## src/rtl/bin_to_bcd_seq.sv

```systemverilog
// Sequential double-dabble: binary bin_in -> DIGITS packed BCD digits, optional raw hex passthrough.
// Latency: done pulses BIN_WIDTH edges after the accepting edge (decimal) or 1 edge after it (bypass).
// Backpressure: none; start is only accepted while idle, and a start seen while busy is dropped.
module bin_to_bcd_seq #(
    parameter int BIN_WIDTH = 27,
    parameter int DIGITS    = 8
) (
    input  logic                  clock,
    input  logic                  reset_n,
    input  logic                  start,
    input  logic                  hex_bypass,
    input  logic [BIN_WIDTH-1:0]  bin_in,
    output logic                  busy,
    output logic                  done,
    output logic                  overflow,
    output logic [4*DIGITS-1:0]   bcd_out
);

    localparam int BCD_W = 4 * DIGITS;
    localparam int SCR_W = BCD_W + BIN_WIDTH;
    localparam int CNT_W = $clog2(BIN_WIDTH + 1);

    function automatic logic [63:0] pow10(input int n);
        logic [63:0] r;
        r = 64'd1;
        for (int i = 0; i < n; i++) begin
            r = r * 64'd10;
        end
        return r;
    endfunction

    // Largest value that still fits in DIGITS decimal digits.
    localparam logic [BIN_WIDTH-1:0] MAX_DEC   = BIN_WIDTH'(pow10(DIGITS) - 64'd1);
    localparam logic [BCD_W-1:0]     ALL_NINES = {DIGITS{4'h9}};
    localparam logic [CNT_W-1:0]     LAST_STEP = CNT_W'(BIN_WIDTH - 1);

    typedef enum logic [1:0] {
        IDLE   = 2'd0,
        SHIFT  = 2'd1,
        BYPASS = 2'd2
    } state_t;

    state_t             state;
    logic [SCR_W-1:0]   scratch;
    logic [SCR_W-1:0]   adjusted;
    logic [SCR_W-1:0]   shifted;
    logic [CNT_W-1:0]   step;
    logic               ovf_pending;

    // One double-dabble step: add 3 to every BCD nibble >= 5 (no inter-nibble carry), then shift left.
    always_comb begin
        adjusted = scratch;
        for (int d = 0; d < DIGITS; d++) begin
            if (scratch[BIN_WIDTH + 4*d +: 4] >= 4'd5) begin
                adjusted[BIN_WIDTH + 4*d +: 4] = scratch[BIN_WIDTH + 4*d +: 4] + 4'd3;
            end
        end
        shifted = {adjusted[SCR_W-2:0], 1'b0};
    end

    // Control FSM; outputs are registered so the display only ever sees finished results.
    always_ff @(posedge clock or negedge reset_n) begin
        if (!reset_n) begin
            state       <= IDLE;
            scratch     <= '0;
            step        <= '0;
            ovf_pending <= 1'b0;
            busy        <= 1'b0;
            done        <= 1'b0;
            overflow    <= 1'b0;
            bcd_out     <= '0;
        end else begin
            done <= 1'b0;
            case (state)
                IDLE: begin
                    if (start) begin
                        scratch <= {{BCD_W{1'b0}}, bin_in};
                        busy    <= 1'b1;
                        if (hex_bypass) begin
                            state <= BYPASS;
                        end else begin
                            ovf_pending <= (bin_in > MAX_DEC);
                            step        <= '0;
                            state       <= SHIFT;
                        end
                    end
                end
                SHIFT: begin
                    scratch <= shifted;
                    step    <= step + CNT_W'(1);
                    if (step == LAST_STEP) begin
                        // Out-of-range inputs saturate so the display never shows a wrapped value.
                        bcd_out  <= ovf_pending ? ALL_NINES : shifted[SCR_W-1 -: BCD_W];
                        overflow <= ovf_pending;
                        done     <= 1'b1;
                        busy     <= 1'b0;
                        state    <= IDLE;
                    end
                end
                BYPASS: begin
                    // Raw value; nibbles above 9 are shown as hex digits downstream.
                    bcd_out  <= BCD_W'(scratch[BIN_WIDTH-1:0]);
                    overflow <= 1'b0;
                    done     <= 1'b1;
                    busy     <= 1'b0;
                    state    <= IDLE;
                end
                default: begin
                    state <= IDLE;
                    busy  <= 1'b0;
                end
            endcase
        end
    end

endmodule

```

## config.mk

```make
export PLATFORM = sky130hd
export DESIGN_NAME = bin_to_bcd_seq
export DESIGN_NICKNAME = d
export VERILOG_FILES = /design/src/rtl/bin_to_bcd_seq.sv
export SDC_FILE = /design/constraint.sdc
export NUM_CORES = 1
export LEC_CHECK = 0
export BUFFER_PORTS_ARGS = -buffer_cell sky130_fd_sc_hd__buf_2
export CAP_MARGIN = 10
export CORE_MARGIN = 2
export CORE_UTILIZATION = 30
export CTS_CLUSTER_DIAMETER = 60
export DETAILED_ROUTE_END_ITERATION = 6
export GPL_TIMING_DRIVEN = 0
export PLACE_DENSITY = 0.51
export SETUP_SLACK_MARGIN = 0.5
export SLEW_MARGIN = 10
export SYNTH_ARGS = -nofsm -noshare
export SYNTH_HDL_FRONTEND = slang
export SYNTH_SLANG_ARGS = --single-unit
```

## constraint.sdc

```tcl
create_clock -name clock -period 4.7 [get_ports clock]
set_clock_uncertainty 0.1 [all_clocks]
set_input_delay 0.94 -clock clock [delete_from_list [all_inputs] [get_ports clock]]
set_output_delay 0.94 -clock clock [all_outputs]
set_load 0.05 [all_outputs]
```

==> run summary <==
The run finished with clean final reports. The clock network power share was 20.7%; the number of max-capacitance violations reported was 0. For this run, the detailed router's first-pass iteration total came to 5. The global placer's final weighted congestion was 0.858.

The vertical die dimension was 140 µm. For this design the ratio of total power to cell area is 631 mW/mm². The number of fill cells in the layout was 1862; the combined area of all synthesized cells was 0.00552 mm². For the logic gate share of total power, the log shows 46.5%. 66 I/O pins were placed.

The wire length per cell came out at 18.8 µm. The run gives 4.82 ns as the required time of the worst setup path. The tools report the maximum resistive drop on vdd as 0.000375 V.

Path category of the worst min-delay check: register to register. Mean cell area of the mapped netlist: 9.51 µm². The logs give 0 for the count of instances resized after the clock tree is built and 12100 µm for the half-perimeter wire length after detailed placement. The number of nets handed over by synthesis was 632.

The hold-fix buffer count after cts is 0, and the fraction of the core area covered by cells at the end of the flow is 36.0%. After floorplanning, the core was sized to cover 0.0180 mm². The run gives 50 as the number of distinct library cells after synthesis.

For this run, the top clock speed supported by timing is 0.432 GHz. The time the worst path needs with I/O delays and setup was 2.31 ns. Setup total negative slack on the finished layout was measured at 0 ns.

The largest family of logic cells by synthesized area is compound AO/OA/AOI/OAI gates. The final critical path takes up 49.3% of the cycle. The proportion of synthesized flip-flops having asynchronous set or reset was 100%; the switching power total was 0.00194 W.

The synthesized design spends more area on one cell type than any other, namely dfrtp_1. The logs give 0 for the total setup violations reported at the end of the flow and 2 for the maximum clock insertion buffer count. Global routing finished with a remaining overflow of 0. By instance count, the leading cell after synthesis is dfrtp_1. In this run the static leakage power is 2.93 nW. TritonCTS built the clock tree. The die is 140 µm wide. The total buffers and inverters traversed by the critical path was 4. In the synthesized netlist, mux cells make up 6.15% of the area.

In this run switching power makes up 47.3% of total power. The type of origin of the critical path was a register. Counting stages on the worst path, the most repeated cell is buf_2. The complex-gate fraction of the synthesized area came out at 23.9%. The cell family contributing the most delay on the critical path is buffers and inverters. Entering global routing, the biggest net connects 67 pins.

The run gives 0 as the initial antenna violation count. In this run, synthesis inferred 0 flip-flops with an integrated enable. The internal power came out at 0.00216 W.

The most used flip-flop cell after synthesis is dfrtp_1. The number of instances in the synthesized netlist is 580, and the number of global-route vias before repair is 4553. In this run, CTS created clock tree buffers numbering 9. Once the floorplan was initialized, standard cells occupied 30.6% of the core.

After detailed routing, the number of remaining DRC violations is 0. The first global-routing pass estimated 25900 µm of wire. The type of destination of the critical path is a register.

Measured against its own limit, the worst slew margin works out to 32.9%. In this run, the number of DRC markers left after iteration 0 of detailed routing was 363. The signal on the critical path passes through inv_1, ha_1, buf_4, nand2b_2, nand2_1, buf_2, buf_2, o22ai_1. Post-CTS clock slew at the launch and capture registers of the worst setup and hold paths: 0.08 ns.

The critical path's largest stage delay came out at 0.42 ns. The run gives 0 as the hold violation total from the final report. The number of H-tree levels was 3; the area share of xor/xnor cells in the synthesized design was 0.159%. The post-CTS setup-driven buffer insertion count came out at 0. The design draws 0.00410 W. Of the cells placed in the final design, the portion with a size suffix greater than 1 is 18.6%. During synthesis, Yosys emitted a total of 0 warnings. The synthesized netlist devotes 4.76% of its cell area to adder and majority cells. After Yosys synthesis, and, or, nand and nor cells account for 12.8% of the synthesized area.

Clock root buffer master: clkbuf_16. CTS saw 102 sinks. The number of buffer cells added on primary ports works out to 65. Standard cell with the maximum stage delay on the critical path: dfrtp_1. The initialized floorplan defines 49 standard-cell rows. Global routing consumed, over all layers together, 17.2% of the routing resources.

By startpoint and endpoint, the worst setup path is classified as register to register. Per report_power, the sequential group accounts for 32.8% of the total. Using the TritonRoute via totals, the vias-per-cell ratio works out to 5.31. The logs give 0 for the count of pins over their slew limit and 0.372 ns for the final worst hold slack. The critical path arrival is 2.43 ns. The run gives 0.36 ns as the clock insertion delay at the later pin of the skew report.

The via count was 4734; the total of flip-flops plus latches after synthesis was 102. At the end of the flow, the number of nets in the layout was 709. The maximum net fanout on the critical path works out to 10.

The logs give 0 for the number of nets still failing antenna checks after routing and 46.3% for the post-synthesis sequential area ratio. Yosys attributes the largest share of cell area to dfrtp_1 (46%), o21ai_0 (6.3%), ha_1 (4.8%). The routed design has 16700 µm of wire.

The share of synthesized area in the top cell type comes to 46.3%. The repair_antennas step left the layout with diodes totalling 0. Setup repair after global routing left no endpoint under its margin. Relative to the synthesized area, the layout overhead comes to 17.7%. Counting instances in the post-synthesis netlist gives the leading cell types as dfrtp_1 (102), nand2_1 (70), o21ai_0 (69), a21oi_1 (44), inv_1 (35).

The floorplan step defined a die boundary enclosing 0.0195 mm². At the pin with the least slew margin, the transition time is 1.00 ns.
-- layout by cell type, fill, tap and decap left out, types with 5 or more instances in the layout --
master	netlist	routed
a211o_1	6	6
a211oi_1	9	9
a21o_1	11	11
a21oi_1	44	44
a221oi_2	6	6
a22o_1	7	7
a32o_1	9	9
a32oi_1	5	5
and2_1	7	7
buf_2	16	80
clkbuf_1	12	12
clkbuf_16	0	9
dfrtp_1	102	102
ha_1	21	21
inv_1	35	35
mux2_2	7	7
mux2i_1	26	26
nand2_1	70	70
nand2b_1	6	6
nand3_1	14	14
nor2_1	25	25
nor3_1	5	5
nor3b_1	6	6
o21ai_0	69	69
o22ai_1	13	13
o31ai_1	6	6
-- layout make-up --
class	count	area [µm²]	share of cell area (%)
buffer	37	198	3.05
clock buffer	9	225	3.47
clock inverter	7	104	1.60
inverter	35	131	2.02
multi-input combinational	406	2630	40.6
sequential	102	2550	39.3
tap	229	287	4.41
timing repair buffer	66	359	5.53
-- cells by family after synthesis --
logic type / count (synthesis)
AOI/OAI and AO/OA: 203
and+or+nand+nor: 148
DFF: 102
buffers and inverters: 72
muxes: 33
adders and majority gates: 21
xor gates and xnor gates: 1
-- power groups by stage --
| stage | Clock (W) | Combinational [W] | Sequential [W] |
|---|---|---|---|
| 6_report | 0.000846 | 0.00191 | 0.00134 |
| 3_5_place_dp | 0 | 0.00192 | 0.00136 |
| 3_3_place_gp | 0 | 0.00189 | 0.00135 |
| 2_1_floorplan | 0 | 0.000955 | 0.00167 |
| 5_1_grt | 0.000902 | 0.00208 | 0.00138 |
| 4_1_cts | 0.000866 | 0.00192 | 0.00135 |
-- flip-flops by register name, summed over array words and instances, names as in the netlist --
| signal | count |
|---|---|
| step | 5 |
| overflow | 1 |
| bcd_out | 32 |
| state | 2 |
| done | 1 |
| scratch | 59 |
| busy | 1 |
| ovf_pending | 1 |
-- worst register-to-register path: cells and delay by family (launching register included) --
| kind | cells | cell delay, ns |
|---|---|---|
| buf+inv | 4 | 0.95 |
| simple gates | 2 | 0.37 |
| flops | 1 | 0.42 |
| compound gates | 1 | 0.15 |
| fa+ha+maj | 1 | 0.18 |
-- layer usage --
layer / vias to the layer above / routed length [µm] / GRT usage (%)
met5: - / 0 / 0
met4: 0 / 274 / 4.58
met3: 21 / 915 / 3.92
met2: 146 / 7520 / 26.3
met1: 2330 / 8000 / 24.8
li1: 2237 / - / -
-- worst paths after layout --
path | end | depth (start not counted) | slack (ns) | startpoint
max | scratch[28]$_DFFE_PN0P_ | 8 | 2.39 | state[1]$_DFFE_PN0P_
min | overflow$_DFFE_PN0P_ | 2 | 0.37 | overflow$_DFFE_PN0P_
max in group asynchronous | scratch[42]$_DFFE_PN0P_ | 2 | 3.41 | reset_n
min in group asynchronous | bcd_out[28]$_DFFE_PN0P_ | 1 | 0.39 | reset_n
max reg2reg | scratch[28]$_DFFE_PN0P_ | 8 | 2.39 | state[1]$_DFFE_PN0P_
min reg2reg | overflow$_DFFE_PN0P_ | 2 | 0.37 | overflow$_DFFE_PN0P_
-- metrics by stage --
stage / area (µm²) / worst slack (ns) / std cells
4_1_cts: 6490 / 2.39 / 891
6_report: 6490 / 2.39 / 891
5_1_grt: 6490 / 2.22 / 891
3_5_place_dp: 6160 / 2.09 / 875
3_3_place_gp: 6130 / 1.38 / 874
2_1_floorplan: 5520 / 2.71 / 580
(Power assumes the default switching activity.)
